File: config.mk
export PLATFORM = sky130hd
export DESIGN_NAME = multdiv_unit
export DESIGN_NICKNAME = d
export VERILOG_FILES = /design/src/rtl/multdiv_unit.sv
export SDC_FILE = /design/constraint.sdc
export NUM_CORES = 1
export LEC_CHECK = 0
export CAP_MARGIN = 15
export CORE_ASPECT_RATIO = 1.4
export CORE_MARGIN = 10
export CORE_UTILIZATION = 56
export CTS_CLUSTER_DIAMETER = 150
export DETAILED_ROUTE_END_ITERATION = 10
export HOLD_SLACK_MARGIN = 0.15
export PLACE_DENSITY_LB_ADDON = 0.15
export SLEW_MARGIN = 15
export SYNTH_ARGS = -nofsm -noshare
export SYNTH_HDL_FRONTEND = slang
export SYNTH_SLANG_ARGS = --single-unit
File: constraint.sdc
create_clock -name clock -period 4.95 [get_ports clock]
set_input_delay 1.485 -clock clock [delete_from_list [all_inputs] [get_ports clock]]
set_output_delay 1.485 -clock clock [all_outputs]
set_load 0.01 [all_outputs]
File: src/rtl/multdiv_unit.sv
// multdiv_unit: multi-cycle signed multiply/divide for the execute stage.
// Ports: clock, reset_n (async, active low); ctrl_MULT/ctrl_DIV start pulses;
//   data_operandA/B operands; data_result, data_exception, data_resultRDY
//   (one-cycle strobe) and busy (start+1 through the strobe cycle).
// Optional build macro MULTDIV_BOOTH4_EN: radix-4 Booth multiply (16 iterations
//   instead of 32). Results are identical in both builds; divide is unchanged.
module multdiv_unit #(
  parameter int WIDTH = 32
) (
  input  logic             clock,
  input  logic             reset_n,
  input  logic             ctrl_MULT,
  input  logic             ctrl_DIV,
  input  logic [WIDTH-1:0] data_operandA,
  input  logic [WIDTH-1:0] data_operandB,
  output logic [WIDTH-1:0] data_result,
  output logic             data_exception,
  output logic             data_resultRDY,
  output logic             busy
);

  localparam int CW = $clog2(WIDTH + 1);
`ifdef MULTDIV_BOOTH4_EN
  localparam int MUL_ITERS = WIDTH / 2;
`else
  localparam int MUL_ITERS = WIDTH;
`endif
  localparam int DIV_ITERS = WIDTH;

  typedef enum logic [1:0] {IDLE, MUL, DIV, DONE} state_t;

  state_t               state_q;
  logic [CW-1:0]        cnt_q;
  // multiply datapath
  logic [2*WIDTH-1:0]   acc_q, acc_d;
  logic [2*WIDTH-1:0]   mcand_q, mcand_d;
  logic [2*WIDTH-1:0]   pp;
  logic [WIDTH:0]       mplier_q, mplier_d;
  // divide datapath (operates on magnitudes)
  logic [WIDTH-1:0]     rem_q, rem_d;
  logic [WIDTH-1:0]     quo_q, quo_d;
  logic [WIDTH-1:0]     dvsr_q;
  logic                 neg_q, dvz_q, ovf_q;
  logic [WIDTH:0]       shifted;
  logic                 fits;
  logic [WIDTH-1:0]     quo_final;
  logic [WIDTH-1:0]     a_mag, b_mag;
  logic                 start;

  assign start = ctrl_MULT | ctrl_DIV;

  always_comb begin
    pp = '0;
`ifdef MULTDIV_BOOTH4_EN
    // Booth group {b[2i+1], b[2i], b[2i-1]}; bit -1 is the appended zero.
    unique case (mplier_q[2:0])
      3'b001, 3'b010: pp = mcand_q;
      3'b011:         pp = mcand_q << 1;
      3'b100:         pp = -(mcand_q << 1);
      3'b101, 3'b110: pp = -mcand_q;
      default:        pp = '0;
    endcase
    mcand_d  = mcand_q << 2;
    mplier_d = {2'b00, mplier_q[WIDTH:2]};
`else
    // Bit 31 of a two's-complement multiplier carries negative weight.
    if (mplier_q[0]) begin
      pp = (cnt_q == CW'(WIDTH - 1)) ? -mcand_q : mcand_q;
    end
    mcand_d  = mcand_q << 1;
    mplier_d = {1'b0, mplier_q[WIDTH:1]};
`endif
    acc_d = acc_q + pp;

    // Restoring step: remainder is always below the divisor, so the trial
    // subtraction result fits in WIDTH bits whenever it is kept.
    shifted = {rem_q, quo_q[WIDTH-1]};
    fits    = (shifted >= {1'b0, dvsr_q});
    rem_d   = fits ? (shifted[WIDTH-1:0] - dvsr_q) : shifted[WIDTH-1:0];
    quo_d   = {quo_q[WIDTH-2:0], fits};

    quo_final = neg_q ? -quo_q : quo_q;
    a_mag     = data_operandA[WIDTH-1] ? -data_operandA : data_operandA;
    b_mag     = data_operandB[WIDTH-1] ? -data_operandB : data_operandB;
  end

  always_ff @(posedge clock or negedge reset_n) begin
    if (!reset_n) begin
      state_q        <= IDLE;
      cnt_q          <= '0;
      acc_q          <= '0;
      mcand_q        <= '0;
      mplier_q       <= '0;
      rem_q          <= '0;
      quo_q          <= '0;
      dvsr_q         <= '0;
      neg_q          <= 1'b0;
      dvz_q          <= 1'b0;
      ovf_q          <= 1'b0;
      data_result    <= '0;
      data_exception <= 1'b0;
      data_resultRDY <= 1'b0;
      busy           <= 1'b0;
    end else begin
      data_resultRDY <= 1'b0;
      if (start) begin
        // Accepted in any state: in MUL/DIV this aborts the running operation.
        state_q  <= ctrl_MULT ? MUL : DIV;
        cnt_q    <= '0;
        busy     <= 1'b1;
        acc_q    <= '0;
        mcand_q  <= {{WIDTH{data_operandA[WIDTH-1]}}, data_operandA};
`ifdef MULTDIV_BOOTH4_EN
        mplier_q <= {data_operandB, 1'b0};
`else
        mplier_q <= {1'b0, data_operandB};
`endif
        rem_q    <= '0;
        quo_q    <= a_mag;
        dvsr_q   <= b_mag;
        neg_q    <= data_operandA[WIDTH-1] ^ data_operandB[WIDTH-1];
        dvz_q    <= (data_operandB == '0);
        ovf_q    <= (data_operandA == {1'b1, {(WIDTH-1){1'b0}}}) && (data_operandB == '1);
      end else begin
        unique case (state_q)
          MUL: begin
            if (cnt_q == CW'(MUL_ITERS)) begin
              state_q        <= DONE;
              data_result    <= acc_q[WIDTH-1:0];
              data_exception <= (acc_q[2*WIDTH-1:WIDTH] != {WIDTH{acc_q[WIDTH-1]}});
              data_resultRDY <= 1'b1;
            end else begin
              acc_q    <= acc_d;
              mcand_q  <= mcand_d;
              mplier_q <= mplier_d;
              cnt_q    <= cnt_q + CW'(1);
            end
          end
          DIV: begin
            if (cnt_q == CW'(DIV_ITERS)) begin
              state_q        <= DONE;
              data_result    <= dvz_q ? '0 : quo_final;
              data_exception <= dvz_q | ovf_q;
              data_resultRDY <= 1'b1;
            end else begin
              rem_q <= rem_d;
              quo_q <= quo_d;
              cnt_q <= cnt_q + CW'(1);
            end
          end
          DONE: begin
            state_q <= IDLE;
            busy    <= 1'b0;
          end
          default: ;
        endcase
      end
    end
  end

endmodule

==> summary.txt <==
status: finished with violations
failing checks: setup timing
commonest non-fill, non-tap cell in the layout: nand2_1
CP Data Required Time: 5360 ps
area grow syn2layout: 19.5%
drt wl/cell: 19.6 um
# rows: 85
total power per unit cell area: 296 nW/um2
CP Cell Sequence: or4_4 > nor2_4 > nand2_2 > or4_4 > or3_4 > or3_4 > o31ai_4 > xnor2_1 > and2_4 > ha_4 > a21o_1 > o21bai_4 > or3b_4 > nor2b_4 > a31oi_2 > a21boi_2 > o31a_1 > o41a_1 > nand4_1 > xor2_1 > nor2_1
final wirelength: 68.1 mm
post-synth top area share: 34.6%
Async S/R FF share, synth: 100%
num ports: 103
Max Slew Vio Count: 0
main area contributors after synthesis: dfrtp_1 35%, nand2_1 8.4%, ha_1 6.0%
Antenna Nets Post-Route: 0
WP buf/inv: 0
vias per inst: 6.10
leak pwr: 11.4 nW
Starting Density: 56.8%
Slowest-stage cell, CP: or4_4
power consumption: 7.72 mW
reg2reg start: mcand_q[18]
GRT Total Usage: 27.5%
Hold Fails Final Rpt: 0
routability cong.: 0.980
share of layout cells above drive strength 1: 11.6%
CTS max path bufs: 3
Hold Crit Class: reg -> reg
CTS H-tree lvls: 2
synthesized area per cell: 7.86 um2
fmax: 0.192 GHz
post-synth net total: 2,955
first drt pass iteration count: 5
reg2reg end: acc_q[63]
Diodes inserted: 0
most frequent cells in the layout: 488 x nand2_1, 302 x dfrtp_1, 267 x nor2_1
Final nets: 3,112
crit path DAT: 5610 ps
area leader, netlist: dfrtp_1
Cell Area, Placed: 24,400 um2
RSZ-0062 raised after global routing: true
Hold Crit Endpoint: dvsr_q[5]
Yosys warnings: 0
Post-synth top flop: dfrtp_1
headroom to the max-slew limit: 24.9%
1st-iter DRT viols: 1,656
# DRC: 0
core footprint: 38,500 um2
clk slew on worst S/H paths: 60 ps
delay-heaviest family, CP: simple AND/OR/NAND/NOR gates
PortBufs: 102
fin crit share: 105%
final worst slack: -257 ps
crit path max fanout: 4
first-pass GRT wire length: 108 mm
CP max stage delay: 560 ps
via count: 21,234
CTS Hold Buffers Added: 0
setup violators final: 11
Post-Synthesis Cells: 2,780
die area: 47,400 um2
synthesized area: 21,900 um2
DP HPWL: 49.7 mm
worst reg2reg setup slack: -260 ps
Max Cap Viol: 0
Worst Setup Start Kind: flip-flop
worst hold start: dvsr_q[5]
post-layout min period: 5210 ps
FF-to-FF path depth: 21
post-layout instance area: 26,100 um2
post-synthesis sequential area ratio: 34.6%
Setup Skew: 21.8 ps
largest net degree at the start of global routing: 123
chip width: 187 um
Max VDD drop: 0.278 mV
antenna violations before repair: 0
vias in the first global route: 20,533
clk root buf: clkbuf_16
TritonCTS Buffers: 35
final setup TNS: -1430 ps
register bit count reported by yosys: 302
# clock sinks: 302
grt ovf: 0
EDFF count, synth: 0
CTS tree: built
Min-Delay Path Depth: 2
Skew-Pair Late Insertion Delay: 540 ps
Die Span Y: 254 um
pin slew with the least headroom to its limit: 1110 ps
Crit. End Element: flip-flop
Yosys cell types: 73
Setup CP Type: reg -> reg
[Yosys cell counts (5+ instances only)]
master       n
a2111oi_0    5
a211oi_1    40
a21boi_0    11
a21o_1      51
a21oi_1    199
a22o_1      26
a22oi_1     38
a31oi_1    145
and2_1      63
and3_1       9
buf_1       15
clkbuf_1   148
dfrtp_1    302
ha_1       105
inv_1       71
mux2i_1      8
nand2_1    492
nand2b_1    14
nand3_1     39
nand4_1     37
nor2_1     276
nor2b_1     16
nor3_1      64
nor4_1      18
o211ai_1     5
o21a_1      10
o21ai_0    133
o21ai_1     14
o21bai_1    17
o31ai_1     40
o41ai_1     18
or2_2        8
or3_1       32
or4_1       20
xnor2_1    145
xor2_1      84
[flip-flops by register name (all words and copies together) (netlist names), 2 cells and up]
name	count
state_q	2
quo_q	32
mcand_q	64
mplier_q	32
acc_q	64
dvsr_q	32
cnt_q	6
data_result	32
rem_q	32
[worst max-delay path by stage]
stage	startpoint	to	slack [ps]	cells after the start
detailed placement	mcand_q[18]	acc_q[61]	-640	19
CTS	mcand_q[15]	acc_q[59]	-310	22
global route	mcand_q[18]	acc_q[59]	-410	22
floorplan	mcand_q[16]	acc_q[63]	-170	21
finish	mcand_q[18]	acc_q[63]	-260	21
global placement	mcand_q[18]	acc_q[57]	-500	19
[cell type report]
type,count,area (um2)
Clock inverter,9,108
Fill cell,3256,12400
Timing Repair Buffer,285,2510
Clock buffer,52,1020
Inverter,72,273
Tap cell,522,653
Sequential cell,302,7560
Multi-Input combinational cell,2241,14000
[worst min-delay path, cell delays in order, from the launching register on]
cell and delay [ps]:
dfrtp_1 340, nand2_1 40, o21ai_0 60
[repair_timing]
item / 4_1_cts / 5_1_grt
pin swaps: 24 / 56
setup buffers: 4 / 14
endpoints found under the setup margin: 23 / 24
gates resized for setup: 31 / 76
[where the power goes]
group	internal (mW)	total (mW)	switching, mW
sequential	2.75	3.01	0.265
combinational	0.911	2.10	1.19
clock	1.54	2.61	1.07
total	5.19	7.72	2.52
[per-layer routing]
metal | vias to the layer above | GRT usage, % | routed length, um | share of wire, %
met3 | 169 | 3.05 | 3310 | 4.9
li1 | 10161 | - | - | -
met4 | 0 | 10.4 | 2560 | 3.8
met1 | 10211 | 33.7 | 28300 | 42
met2 | 693 | 48.7 | 34000 | 50
met5 | - | 0 | 0 | 0
[logic make-up (layout without fill, tap and decap cells)]
| family | count (synthesis) | count (layout) | share of synthesized area (%) |
|---|---|---|---|
| AOI/OAI and AO/OA | 785 | 785 | 22.7 |
| xor gates and xnor gates | 229 | 229 | 9.18 |
| adders and majority gates | 107 | 107 | 6.19 |
| buffers and inverters | 237 | 418 | 4.08 |
| DFF | 302 | 302 | 34.6 |
| muxes | 9 | 9 | 0.418 |
| and+or+nand+nor | 1111 | 1111 | 22.8 |
[per-stage QoR]
| step | util [%] | hold slack (ps) | std cells | setup slack, ps |
|---|---|---|---|---|
| 2_1_floorplan | - | 443 | 2780 | -172 |
| 5_1_grt | 67.8 | 504 | 3483 | -407 |
| 3_3_place_gp | 63.3 | 456 | 3406 | -499 |
| 4_1_cts | 66.7 | 484 | 3471 | -313 |
| 3_5_place_dp | 63.3 | 466 | 3406 | -639 |
| 6_report | 67.8 | 477 | 3483 | -257 |
(Power assumes the default switching activity.)
